--- src/rtl/uart_pkg.sv ---
// Shared UART definitions: FSM state encoding, line idle level and the
// bit-period helper used by both the transmit and receive paths.
package uart_pkg;

  typedef enum logic [2:0] {
    ST_IDLE   = 3'd0,
    ST_START  = 3'd1,
    ST_DATA   = 3'd2,
    ST_PARITY = 3'd3,
    ST_STOP   = 3'd4
  } uart_state_t;

  localparam logic UART_IDLE = 1'b1;

  // Rounded clocks per bit so the baud error stays within half a clock.
  function automatic int unsigned clks_per_bit(input int unsigned clk_freq,
                                               input int unsigned baud);
    return (clk_freq + baud / 2) / baud;
  endfunction

endpackage

--- src/rtl/uart_baud_cnt.sv ---
// Bit-period counter: counts 0..CLKS_PER_BIT-1 and pulses tick on the last
// count; restart holds it at zero.
module uart_baud_cnt #(
  parameter int unsigned CLKS_PER_BIT = 16
) (
  input  logic clk,
  input  logic rst,
  input  logic restart,
  output logic tick
);

  localparam int unsigned W = (CLKS_PER_BIT > 1) ? $clog2(CLKS_PER_BIT) : 1;

  logic [W-1:0] cnt;

  assign tick = (cnt == W'(CLKS_PER_BIT - 1));

  always_ff @(posedge clk or posedge rst) begin
    if (rst) begin
      cnt <= '0;
    end else if (restart || tick) begin
      cnt <= '0;
    end else begin
      cnt <= cnt + W'(1);
    end
  end

endmodule

--- src/rtl/uart_byte_tx.sv ---
// Byte-wide UART transmitter with a one-entry holding register so queued
// bytes follow the previous stop bit with no idle gap.
module uart_byte_tx
  import uart_pkg::*;
#(
  parameter int unsigned CLK_FREQ   = 50_000_000,
  parameter int unsigned BAUD_RATE  = 115200,
  parameter int unsigned PARITY_EN  = 0,
  parameter int unsigned PARITY_ODD = 0,
  parameter int unsigned STOP_BITS  = 1
) (
  input  logic       sys_clk,
  input  logic       sys_rst,
  input  logic [7:0] tx_data,
  input  logic       tx_valid,
  output logic       tx_ready,
  output logic       uart_tx,
  output logic       tx_busy,
  output logic       tx_done
);

  localparam int unsigned CLKS_PER_BIT = clks_per_bit(CLK_FREQ, BAUD_RATE);
  localparam logic PAR_EN    = (PARITY_EN != 0);
  localparam logic PAR_ODD   = (PARITY_ODD != 0);
  localparam logic STOP_LAST = (STOP_BITS == 2);

  if (STOP_BITS != 1 && STOP_BITS != 2) begin : g_bad_stop_bits
    $error("uart_byte_tx: STOP_BITS must be 1 or 2");
  end
  if (CLKS_PER_BIT < 4) begin : g_bad_baud
    $error("uart_byte_tx: fewer than 4 clocks per bit");
  end

  uart_state_t state;
  logic        hold_full;
  logic [7:0]  hold_data;
  logic [7:0]  shift;
  logic        parity_bit;
  logic [2:0]  bit_idx;
  logic        stop_idx;
  logic        tick;
  logic        last_stop;
  logic        load;

  assign last_stop = (state == ST_STOP) && tick && (stop_idx == STOP_LAST);
  assign load      = hold_full && ((state == ST_IDLE) || last_stop);

  uart_baud_cnt #(
    .CLKS_PER_BIT(CLKS_PER_BIT)
  ) u_baud_cnt (
    .clk    (sys_clk),
    .rst    (sys_rst),
    .restart(state == ST_IDLE),
    .tick   (tick)
  );

  // A handshake on the same edge as a load wins: the old byte has already
  // been copied into the shift register, so the register stays full.
  always_ff @(posedge sys_clk or posedge sys_rst) begin
    if (sys_rst) begin
      hold_full <= 1'b0;
      hold_data <= '0;
      tx_ready  <= 1'b0;
    end else if (tx_valid && tx_ready) begin
      hold_full <= 1'b1;
      hold_data <= tx_data;
      tx_ready  <= 1'b0;
    end else if (load) begin
      hold_full <= 1'b0;
      tx_ready  <= 1'b1;
    end else begin
      tx_ready  <= ~hold_full;
    end
  end

  always_ff @(posedge sys_clk or posedge sys_rst) begin
    if (sys_rst) begin
      state      <= ST_IDLE;
      shift      <= '0;
      parity_bit <= 1'b0;
      bit_idx    <= '0;
      stop_idx   <= 1'b0;
      uart_tx    <= UART_IDLE;
      tx_busy    <= 1'b0;
      tx_done    <= 1'b0;
    end else begin
      tx_done <= 1'b0;
      if (load) begin
        shift      <= hold_data;
        parity_bit <= (^hold_data) ^ PAR_ODD;
      end
      case (state)
        ST_IDLE: begin
          if (hold_full) begin
            state   <= ST_START;
            uart_tx <= 1'b0;
            tx_busy <= 1'b1;
          end
        end
        ST_START: begin
          if (tick) begin
            state   <= ST_DATA;
            bit_idx <= '0;
            uart_tx <= shift[0];
          end
        end
        ST_DATA: begin
          if (tick) begin
            if (bit_idx == 3'd7) begin
              stop_idx <= 1'b0;
              if (PAR_EN) begin
                state   <= ST_PARITY;
                uart_tx <= parity_bit;
              end else begin
                state   <= ST_STOP;
                uart_tx <= UART_IDLE;
              end
            end else begin
              bit_idx <= bit_idx + 3'd1;
              shift   <= shift >> 1;
              uart_tx <= shift[1];
            end
          end
        end
        ST_PARITY: begin
          if (tick) begin
            state   <= ST_STOP;
            uart_tx <= UART_IDLE;
          end
        end
        ST_STOP: begin
          if (tick) begin
            if (stop_idx == STOP_LAST) begin
              tx_done <= 1'b1;
              if (hold_full) begin
                state   <= ST_START;
                uart_tx <= 1'b0;
              end else begin
                state   <= ST_IDLE;
                tx_busy <= 1'b0;
              end
            end else begin
              stop_idx <= 1'b1;
            end
          end
        end
        default: begin
          state   <= ST_IDLE;
          uart_tx <= UART_IDLE;
          tx_busy <= 1'b0;
        end
      endcase
    end
  end

endmodule

--- config.mk ---
export PLATFORM = sky130hd
export DESIGN_NAME = uart_byte_tx
export DESIGN_NICKNAME = d
export VERILOG_FILES = /design/src/rtl/uart_pkg.sv /design/src/rtl/uart_baud_cnt.sv /design/src/rtl/uart_byte_tx.sv
export SDC_FILE = /design/constraint.sdc
export NUM_CORES = 1
export LEC_CHECK = 0
export ABC_AREA = 1
export CAP_MARGIN = 20
export CORE_ASPECT_RATIO = 1.2
export CORE_MARGIN = 2
export CORE_UTILIZATION = 53
export CTS_BUF_LIST = sky130_fd_sc_hd__clkbuf_2 sky130_fd_sc_hd__clkbuf_4 sky130_fd_sc_hd__clkbuf_8
export DETAILED_ROUTE_END_ITERATION = 8
export GPL_TIMING_DRIVEN = 0
export PLACE_DENSITY = 0.86
export SKIP_CTS_REPAIR_TIMING = 1
export SYNTH_ARGS = -nofsm -noshare
export SYNTH_HDL_FRONTEND = slang
export SYNTH_SLANG_ARGS = --single-unit
--- constraint.sdc ---
create_clock -name sys_clk -period 1.3 [get_ports sys_clk]
set_input_delay 0.13 -clock sys_clk [delete_from_list [all_inputs] [get_ports sys_clk]]
set_output_delay 0.13 -clock sys_clk [all_outputs]
set_load 0.05 [all_outputs]
==> flow_results.org <==
** GRT
- Global-route wire length before repair :: 6.17 mm
- Number of antenna violations at the first check in global routing :: 0
- Global routing used 21.8% of the available tracks across all layers.
- Via count of the first global-routing pass :: 1502
- Summed over all layers, the global routing overflow is 0.
- Pin count of the biggest net entering global routing :: 24

** Logic synthesis
- Cell types occupying the most area after synthesis :: dfrtp_1, nand2_1, inv_1
- Synthesis produced a netlist whose cell count is 212.
- Most used standard cell by instance count after synthesis :: nand2_1
- In this run, distinct cell masters in the synthesized netlist total 26.
- Syn avg cell area :: 8.22 um2
- The mapped netlist covers 1740 um2.
- For this run, asynchronously set or reset flops after synthesis account for 100%.
- Cell types with the highest counts after synthesis :: nand2_1, dfrtp_1, inv_1
- Cell type contributing the most total cell area after synthesis :: dfrtp_1
- For this run, the register share of the synthesized area comes to 51.8%.
- The synthesized design contains 0 enable-type register cells.
- After synthesis, the largest area contributor takes up 50.3% of total cell area.
- Synthesis produced a netlist with a net count of 227.
- Flop and latch count out of synthesis :: 36
- Predominant post-synthesis flop cell :: dfrtp_1
- Count of warnings emitted by yosys :: 0

** Critical path
- The worst setup path is launched from a flip-flop.
- Along the worst path, the maximum fanout reaches 5.
- Worst Setup Path Type :: reg2reg
- Arrival @ worst endpoint :: 1.79 ns
- CP Data Required Time :: 1.54 ns
- CP Capture Type :: flip-flop

** Final layout
- The area growth from synthesis to layout is 30.2%.
- Cells with a size suffix above 1 make up 30.9% of the layout.
- The net count of the finished layout is 260.
- Fill cell total of the finished layout :: 217
- The number of antenna diodes in the final layout is 0.
- Cells fill 72.9% of the core in the end.

** Die
- Die X-Extent :: 56.3 um
- In this run the standard cell core region covers 3110 um2.
- Area enclosed by the die boundary :: 3760 um2
- I/O pins :: 15
- Number of cell rows :: 22
- Die Y-Extent :: 66.8 um
- For this configuration, the core starts out at a cell density of 56.0%.

** Power and ir drop
- Net switching power :: 540 uW
- In this run, the clock network consumes 30.9% of the power.
- Comb pwr share :: 9.9%
- Fraction of power spent switching nets :: 26.0%
- Power density of the placed cells :: 916 nW/um2
- The internal portion of the total power is 1.54 mW.
- Total leakage power :: 1.13 nW
- Worst ir drop on vdd :: 682 uV
- Relative contribution of sequential cells to total power :: 59.3%

** Timing
- Between clock sinks in the finished design, the worst skew comes to 0.00470 ns.
- Setup TNS :: -2.92 ns
- Pins over their slew limit :: 0
- Min setup slack post-route :: -0.245 ns
- Worst-case headroom to the max-slew limit :: 57.4%
- After layout, the minimum clock period comes to 1.55 ns.
- Setup violations remaining at the end of the flow were counted as 22.
- Hold violation total from the final report :: 0
- Transition time at the pin with the least slew margin :: 0.639 ns
- Setup repair after global routing missed its margin :: yes
- Static timing analysis puts the maximum clock frequency at 0.647 GHz.
- Fraction of the cycle the final worst path needs :: 119%

** Drt
- Final routed wire length divided by cell count :: 15.2 um
- Wire length after detailed routing :: 4.29 mm
- In the routed design, unresolved DRC markers number 0.
- Violation count after the first detailed-routing iteration :: 57
- Routed Antenna Nets :: 0
- After detailed routing, the number of vias per cell comes to 5.61.
- Count of TritonRoute iterations in the first routing pass :: 4
- Overall via count from detail_route :: 1581

** CTS
- Counting the buffers created by CTS gives 5.
- Counting along the longest clock path gives a buffer depth of 2.
- Clock slew at reported path FFs :: 0.11 ns
- The clock drives 36 sinks.
- Skew-Pair Late Insertion Delay :: 0.35 ns
- H-Tree Depth :: 2
- TritonCTS built the clock tree.
- Buffer type at the clock tree root :: clkbuf_4

** Place
- RePlAce Congestion :: 0.818
- Buffers on Ports :: 14
- DPL Wire Length :: 2.47 mm
- Worst slack at placement :: -0.215 ns

** Run status
- The checks that failed: setup timing.
- Status :: finished, violations left

** Run
- Count of maximum capacitance violations :: 0

** Min path
- Worst min-delay path category :: in2async
[cell usage in the layout, fill, tap and decap left out, drive strengths merged, types with 2 or more instances in the layout]
master          n
clkbuf         10
ha              4
nand4           2
buf            12
nor3            6
clkinv          4
nand2          59
a21oi           6
dfrtp          35
o21ai          17
inv            35
nand3          23
clkdlybuf4s50  10
nor2           17
[through the flow]
step	hold WS (ns)	cells	total power, mW	area, um2
3_5_place_dp	0.471	263	1.46	1960
2_1_floorplan	0.251	212	1.37	1750
5_1_grt	0.190	282	2.19	2270
4_1_cts	0.170	271	2.09	2020
6_report	0.153	282	2.08	2270
3_3_place_gp	0.453	262	1.43	1930
[power groups by stage]
stage          Sequential [mW]  Combinational, mW  Clock, mW
2_1_floorplan             1.26              0.111          0
3_3_place_gp              1.25              0.184          0
3_5_place_dp              1.25              0.202          0
4_1_cts                   1.23              0.204      0.650
5_1_grt                   1.24              0.236      0.710
6_report                  1.23              0.205      0.642
[per-layer routing]
metal	wire length (um)	GRT usage [%]	up-vias
met3	243	6.02	15
met2	2250	38.4	66
met5	0	0	-
met1	1680	24.8	762
met4	118	9.23	0
li1	-	-	738
[flip-flops by register name (all words and copies together) (netlist names)]
| name | cells |
|---|---|
| shift | 8 |
| hold_full | 1 |
| bit_idx | 3 |
| state | 3 |
| hold_data | 8 |
| uart_tx | 1 |
| tx_ready | 1 |
| u_baud_cnt.cnt | 9 |
| tx_busy | 1 |
| tx_done | 1 |
[cell families after synthesis]
family	count (synthesis)	synth area share (%)
buf+inv	39	8.98
compound gates	24	7.26
fa+ha+maj	4	2.87
xor+xnor	1	0.503
flops	36	51.8
simple gates	108	28.6
[critical path, cell delays in order, from the launching register on]
cell and delay, ns:
dfrtp_1 0.42, inv_2 0.09, ha_4 0.15, nand2_4 0.05, nor2_4 0.10, nand3_2 0.10, nand2_4 0.12, buf_6 0.12
nand3_1 0.09, nand3_1 0.13, nand2_1 0.07
[layout make-up]
class | instances | area [um2] | area share, %
repair inverters | 1 | 5.00 | 0.221
clock inverters | 2 | 10.0 | 0.441
clock buffers | 6 | 51.3 | 2.26
flip-flops and latches | 36 | 905 | 39.9
repair buffers | 24 | 233 | 10.3
plain buffers | 3 | 21.3 | 0.938
well taps | 36 | 45.0 | 1.99
multi-input cells | 138 | 856 | 37.7
inverters | 36 | 143 | 6.29
[worst paths after layout]
kind,start,to,slack [ns],cells after the start
hold reg to reg,uart_tx$_DFFE_PP1P_,uart_tx$_DFFE_PP1P_,0.48,2
min in group sys_clk,tx_data[0],hold_data[0]$_DFFE_PP0P_,0.33,3
hold / removal,sys_rst,hold_data[0]$_DFFE_PP0P_,0.15,2
max in group asynchronous,sys_rst,u_baud_cnt.cnt[0]$_DFF_PP0_,0.60,3
setup reg to reg,u_baud_cnt.cnt[1]$_DFF_PP0_,shift[1]$_DFF_PP0_,-0.25,10
setup / recovery,u_baud_cnt.cnt[1]$_DFF_PP0_,shift[1]$_DFF_PP0_,-0.25,10
Power figures use the tool's default switching activity.
